$ cat src/rtl/result_bcd_converter.sv
// Sequential binary-to-BCD converter for the ALU result path.
// Double-dabble, one bit per cycle, with a start/busy/done handshake.
module result_bcd_converter #(
  parameter int unsigned WIDTH  = 16,
  parameter int unsigned DIGITS = 5
) (
  input  logic                  clk,
  input  logic                  rst_n,
  input  logic                  start,
  input  logic [WIDTH-1:0]      result,
  input  logic                  neg,
  output logic [4*DIGITS-1:0]   bcd,
  output logic                  sign,
  output logic                  busy,
  output logic                  done
);

  localparam int unsigned BCD_W = 4 * DIGITS;
  localparam int unsigned CNT_W = $clog2(WIDTH + 1);

  typedef enum logic {IDLE, SHIFT} state_t;

  state_t             state, state_n;
  logic [WIDTH-1:0]   shreg, shreg_n;
  logic [BCD_W-1:0]   scratch, scratch_n;
  logic [CNT_W-1:0]   count, count_n;
  logic               sign_lat, sign_lat_n;
  logic [BCD_W-1:0]   bcd_n;
  logic               sign_n, busy_n, done_n;

  logic [WIDTH-1:0]       mag;
  logic [BCD_W-1:0]       adj;
  logic [BCD_W+WIDTH-1:0] shifted;

  // State and datapath registers
  always_ff @(posedge clk or negedge rst_n) begin
    if (!rst_n) begin
      state    <= IDLE;
      shreg    <= '0;
      scratch  <= '0;
      count    <= '0;
      sign_lat <= 1'b0;
      bcd      <= '0;
      sign     <= 1'b0;
      busy     <= 1'b0;
      done     <= 1'b0;
    end else begin
      state    <= state_n;
      shreg    <= shreg_n;
      scratch  <= scratch_n;
      count    <= count_n;
      sign_lat <= sign_lat_n;
      bcd      <= bcd_n;
      sign     <= sign_n;
      busy     <= busy_n;
      done     <= done_n;
    end
  end

  // Next-state, datapath and output logic
  always_comb begin
    state_n    = state;
    shreg_n    = shreg;
    scratch_n  = scratch;
    count_n    = count;
    sign_lat_n = sign_lat;
    bcd_n      = bcd;
    sign_n     = sign;
    busy_n     = busy;
    done_n     = 1'b0;

    mag = neg ? WIDTH'(~result + WIDTH'(1)) : result;

    // Add-3 correction keeps every digit decimal after the doubling shift
    adj = scratch;
    for (int d = 0; d < int'(DIGITS); d++) begin
      if (adj[4*d +: 4] >= 4'd5) begin
        adj[4*d +: 4] = adj[4*d +: 4] + 4'd3;
      end
    end
    shifted = {adj, shreg} << 1;

    case (state)
      IDLE: begin
        if (start) begin
          shreg_n    = mag;
          sign_lat_n = neg & (mag != '0);
          scratch_n  = '0;
          count_n    = '0;
          busy_n     = 1'b1;
          state_n    = SHIFT;
        end
      end
      SHIFT: begin
        scratch_n = shifted[BCD_W+WIDTH-1:WIDTH];
        shreg_n   = shifted[WIDTH-1:0];
        count_n   = count + CNT_W'(1);
        if (count == CNT_W'(WIDTH - 1)) begin
          bcd_n   = shifted[BCD_W+WIDTH-1:WIDTH];
          sign_n  = sign_lat;
          done_n  = 1'b1;
          busy_n  = 1'b0;
          state_n = IDLE;
        end
      end
      default: state_n = IDLE;
    endcase
  end

endmodule

$ cat config.mk
export PLATFORM = sky130hd
export DESIGN_NAME = result_bcd_converter
export DESIGN_NICKNAME = d
export VERILOG_FILES = /design/src/rtl/result_bcd_converter.sv
export SDC_FILE = /design/constraint.sdc
export NUM_CORES = 1
export LEC_CHECK = 0
export ABC_CLOCK_PERIOD_IN_PS = 5200
export CORE_MARGIN = 3
export CORE_UTILIZATION = 52
export DETAILED_ROUTE_END_ITERATION = 16
export GPL_TIMING_DRIVEN = 0
export PLACE_DENSITY = 0.75
export SYNTH_ARGS = -nofsm -noshare
export SYNTH_HDL_FRONTEND = slang
export SYNTH_SLANG_ARGS = --single-unit
export TNS_END_PERCENT = 1
$ cat constraint.sdc
create_clock -name clk -period 5.2 [get_ports clk]
set_clock_uncertainty 0.2 [all_clocks]
set_input_delay 1.04 -clock clk [delete_from_list [all_inputs] [get_ports clk]]
set_output_delay 1.04 -clock clk [all_outputs]
set_load 0.02 [all_outputs]
# ---- After elaboration in Yosys (flattened, before gate mapping)
# Index checks and enable logic that the tools add are counted.
dict set report word_totals {
  mem_bits_rw 0
  latchBits 0
  output_inout_bits 23
  rom_bits 0
  n_memories 0
  register_bits 66
  inputBits 20
}
dict set report op_classes {
  mul 0
  n_addsub 7
  n_eq_ne 3
  shifts 0
  n_lt_le_gt_ge 5
  muxes 20
  n_bitwise 3
  reduce_logical 4
  div 0
}
# cell n
set ops {}
lappend ops {{20-bit case mux with 2 select lines} 1}
lappend ops {{16-bit two-way mux} 2}
lappend ops {{16-bit case mux with 2 select lines} 1}
lappend ops {{4-bit by 3-bit >= comparator with 1-bit output (second input constant)} 5}
lappend ops {{20-bit two-way mux} 1}
lappend ops {{16-bit by 1-bit adder with 16-bit output (second input constant)} 1}
lappend ops {{4-bit by 2-bit adder with 4-bit output (second input constant)} 4}
lappend ops {{4-bit two-way mux} 4}
lappend ops {{16-bit inverter} 1}
lappend ops {{16-bit nonzero test} 1}
lappend ops {{5-bit case mux with 2 select lines} 1}
lappend ops {{1-bit two-way mux} 6}
lappend ops {{2-bit AND reduction} 3}
lappend ops {{5-bit by 1-bit adder with 5-bit output (second input constant)} 1}
lappend ops {{5-bit by 4-bit == test with 1-bit output (second input constant)} 1}
lappend ops {{5-bit two-way mux} 1}
lappend ops {{1-bit case mux with 2 select lines} 2}
lappend ops {{3-bit by 2-bit adder with 3-bit output (second input constant)} 1}
lappend ops {{3-bit two-way mux} 1}
lappend ops {{2-bit by 1-bit inequality test with 1-bit output (second input constant)} 1}
lappend ops {{2-bit inequality test (second input constant)} 1}
lappend ops {{1-bit AND} 1}
lappend ops {{1-bit inverter} 1}

# ---- Depth between registers and ports, before layout
dict set report logic_depth {
  word_depth 5
  ltp_mapped 9
  ltp_nobuf 8
}

# ---- Least setup slack after synthesis
# No wires, ideal clock.
dict set report synth_timing {
  kind {input to register}
  startpoint {input result[9]}
  endpoint {register sign_lat}
  t_required_ns 4.863
  setup_ns 0.137
  cell_stages 7
  t_arrival_ns 2.175
  path_slack_ns 2.688
  n_path_buf 1
  cell_sequence {clkbuf_2 nor4_4 a41oi_1 xnor2_1 o31ai_1 nor3_1 a31oi_1}
}
dict set report synth_via {
  elab_chain_cells 5
}
# element line
set synth_rtl {}
lappend synth_rtl {{start, declared} 10} ;# input logic [WIDTH-1:0] result,
lappend synth_rtl {{16-bit inverter} 72} ;# mag = neg ? WIDTH'(~result + WIDTH'(1)) : result;
lappend synth_rtl {{16-bit by 1-bit adder with 16-bit output} 72}
lappend synth_rtl {{16-bit two-way mux (*)} 72}
lappend synth_rtl {{16-bit nonzero test (*)} 87} ;# sign_lat_n = neg & (mag != '0);
lappend synth_rtl {{1-bit AND (*)} 87}
lappend synth_rtl {{end signal, assigned} 52} ;# sign_lat <= sign_lat_n;
lappend synth_rtl {{end, declared} 27} ;# logic sign_lat, sign_lat_n;
# Every way passes the cells marked *; elsewhere a longest branch is shown, timed or not.
# A chain may end at the register's enable or synchronous reset.

# ---- Final worst setup path
dict set report layout_timing {
  startpoint {input result[0]}
  endpoint {register sign_lat}
}
# The elaborated chain is that of the path after synthesis.

==> qor.csv <==
stage,metric,value,unit
status,status,finished clean,
timing,setup_slack,2160,ps
synthesis,synth_top_area_cell,dfrtp_1,
cells_and_area,stdcell_area,4429,um2
timing,setup_violations,0,
job,cap_violations,0,
synthesis,ys.flop_type,dfrtp_1,
cts,clock-root-buffer,clkbuf_8,
worst_setup_path,crit_fanout,10,
worst_setup_path,r2r-start,count[0]$_DFFE_PN0P_,
timing,final_max_slew_viol_count,0,
routing,post_drt_via_cell_ratio,5.477,
synthesis,synth_edf_count,0,
cts,ctsHtreeMaxLevel,3,
worst_setup_path,crit_path_end_kind,flop,
placed_design,globalplace.congestion,0.8718,
worst_setup_path,start_kind,primary input,
cells_and_area,layout_common_cells,"dfrtp_1, nand2_1, o21ai_0",
timing,max_freq,0.3289,GHz
synthesis,yosys_warnings,0,
die,die_h,90.38,um
cells_and_area,regArea,1652,um2
placed_design,port-buffer-count,38,
placed_design,dpl_worst_slack,1854,ps
worst_setup_path,crit_type,primary input to flop,
pwr,power,2.460,mW
routing,drcViolationCount,0,
min_path,min_from,shreg[5]$_DFFE_PN0P_,
cells_and_area,drive_above_1_share,0.09051,
timing,finalCriticalPeriod,3040,ps
grt,grt_pass1_vias,3060,
synthesis,yosys-top-cells-area,"dfrtp_1, nand2_1, o21ai_0",
timing,finalHoldViolCount,0,
placed_design,dpl_cell_area,4200,um2
worst_setup_path,required,5220,ps
min_path,hold_class,flop to flop,
synthesis,yosys_register_bits,66,
routing,drt-wirelength-per-cell,15.78,um
timing,rsz0062_at_grt,false,
cells_and_area,area_growth,19.64,%
timing,worst_slew_pin_slew,817.3,ps
synthesis,synthDistinctLibCells,45,
cts,post_cts_buffers,0,
cts,clkTransAtPathRegs,70,ps
cells_and_area,fillers,607,
routing,vias,3007,
synthesis,synth_area,3702,um2
pwr,p_leak,1.991,nW
timing,relSlewSlack,0.4551,
routing,ant_nets,0,
grt,track_usage,0.2237,
cts,numCtsBuffers,9,
grt,grt-ovfl-total,0,
cells_and_area,multi_input_area,1867,um2
cells_and_area,diodes,0,
synthesis,synth_top_area_frac,0.4461,
timing,period_share,0.5846,
die,rows,30,
worst_setup_path,startpoint,result[0],
worst_setup_path,crit_path_max_incr_delay,520,ps
grt,grt_first_pass_wirelength,14590,um
cts,postCtsResizedCells,0,
die,coreArea,6832,um2
die,die-area,8169,um2
worst_setup_path,worstPathArrival,3060,ps
cells_and_area,final_common_cell,dfrtp_1,
die,start_util,0.5419,
grt,grt_max_degree,67,
cts,cts_tree,done,
placed_design,place_hpwl,6127,um
synthesis,syn_inst,399,
routing,dr.pass1.iters,4,
timing,setup_tns,0,ps
routing,wirelength,8661,um
cts,cts_hold_buf,0,
synthesis,avgSynthCellArea,9.279,um2
synthesis,syn_nets,432,
synthesis,async_flop_share,1.000,
die,die_w,90.38,um
cts,numClockSinks,66,
pwr,p_per_area,555.4,nW/um2
die,top_level_ports,43,
pwr,peakVddDrop,0.2844,mV
cts,cts.path.max_buffers,2,
cells_and_area,nets,481,
grt,antenna_found_initial,0,
worst_setup_path,path_cells,"clkdlybuf4s50_1, inv_1, ha_1, clkbuf_1, a41oi_1, xnor2_1, o31ai_1, nor3_1, a31oi_1",
worst_setup_path,cp_slowest_cell,clkdlybuf4s50_1,
cts,clock_latency,350,ps
synthesis,seq_area_frac_synth,0.4461,
routing,drt_iter0_drc,170,
-- through the flow --
stage	instances	utilization	hold slack, ps
finish	549	0.6484	270.9
detailed placement	533	0.6148	261.8
floorplan	399	-	247.9
global route	549	0.6484	299.6
global placement	533	0.6152	257.7
CTS	549	0.6484	277.0
-- critical path, delay by kind of cell --
kind,cells,cell delay [ps]
xor+xnor,1,270
simple gates,1,180
fa+ha+maj,1,180
compound gates,3,450
buf+inv,3,950
-- cells in the mapped netlist, drive strengths merged (2+ instances only) --
master,count
a21oi,19
ha,13
xnor2,16
inv,19
nand4,4
a31oi,3
nor2,18
a211oi,5
clkbuf,16
a21o,6
and2,2
or2,2
dfrtp,66
nand3,4
nor3b,8
o21ai,44
mux2i,15
nor3,3
a41oi,3
mux2,9
o2bb2ai,2
o31ai,13
buf,8
nand2,62
xor2,4
or3,2
nand2b,22
nor4,3
-- kinds of logic (layout without fill, tap and decap cells) --
family                   after synthesis  after routing  share of synthesized area
adder cells (fa/ha/maj)               13             13                    0.04393
flip-flops                            66             66                     0.4461
XOR/XNOR                              20             20                    0.04731
AND/OR/NAND/NOR                      133            133                     0.1818
buffers and inverters                 43             97                    0.04968
AO/OA/AOI/OAI                        100            100                     0.1632
multiplexers                          24             24                    0.06793
-- report_power, final --
group / internal (mW) / leakage (nW) / total [mW] / switching, mW
registers: 0.730 / 0.841 / 0.881 / 0.150
logic: 0.486 / 1.03 / 1.09 / 0.602
clock network: 0.296 / 0.117 / 0.492 / 0.195
-- routing by layer --
layer	GRT usage	wire length, um
met3	0.05917	364
met1	0.2805	3871
met5	0	0
met2	0.3846	4327
met4	0.05612	97
-- worst paths after layout --
path | depth (start not counted) | to | slack, ps
hold reg to reg | 2 | shreg[6]$_DFFE_PN0P_ | 270
min in group asynchronous | 1 | bcd[9]$_DFFE_PN0P_ | 570
hold / removal | 2 | shreg[6]$_DFFE_PN0P_ | 270
max in group asynchronous | 1 | count[4]$_DFFE_PN0P_ | 3680
setup reg to reg | 7 | bcd[14]$_DFFE_PN0P_ | 2910
setup / recovery | 9 | sign_lat$_DFFE_PN0P_ | 2160
-- flip-flops by register name, indices dropped and copies added (netlist names) --
| signal | count |
|---|---|
| bcd | 20 |
| busy | 1 |
| count | 5 |
| done | 1 |
| scratch | 20 |
| shreg | 16 |
| sign | 1 |
| sign_lat | 1 |
| state | 1 |
-- layout make-up --
cell class | instances | share of cell area
Buffer | 24 | 0.02542
Clock buffer | 12 | 0.03503
Clock inverter | 4 | 0.01667
Inverter | 19 | 0.01610
Multi-Input combinational cell | 290 | 0.4215
Sequential cell | 66 | 0.3729
Tap cell | 96 | 0.02712
Timing Repair Buffer | 38 | 0.08531
Power figures use the tool's default switching activity.
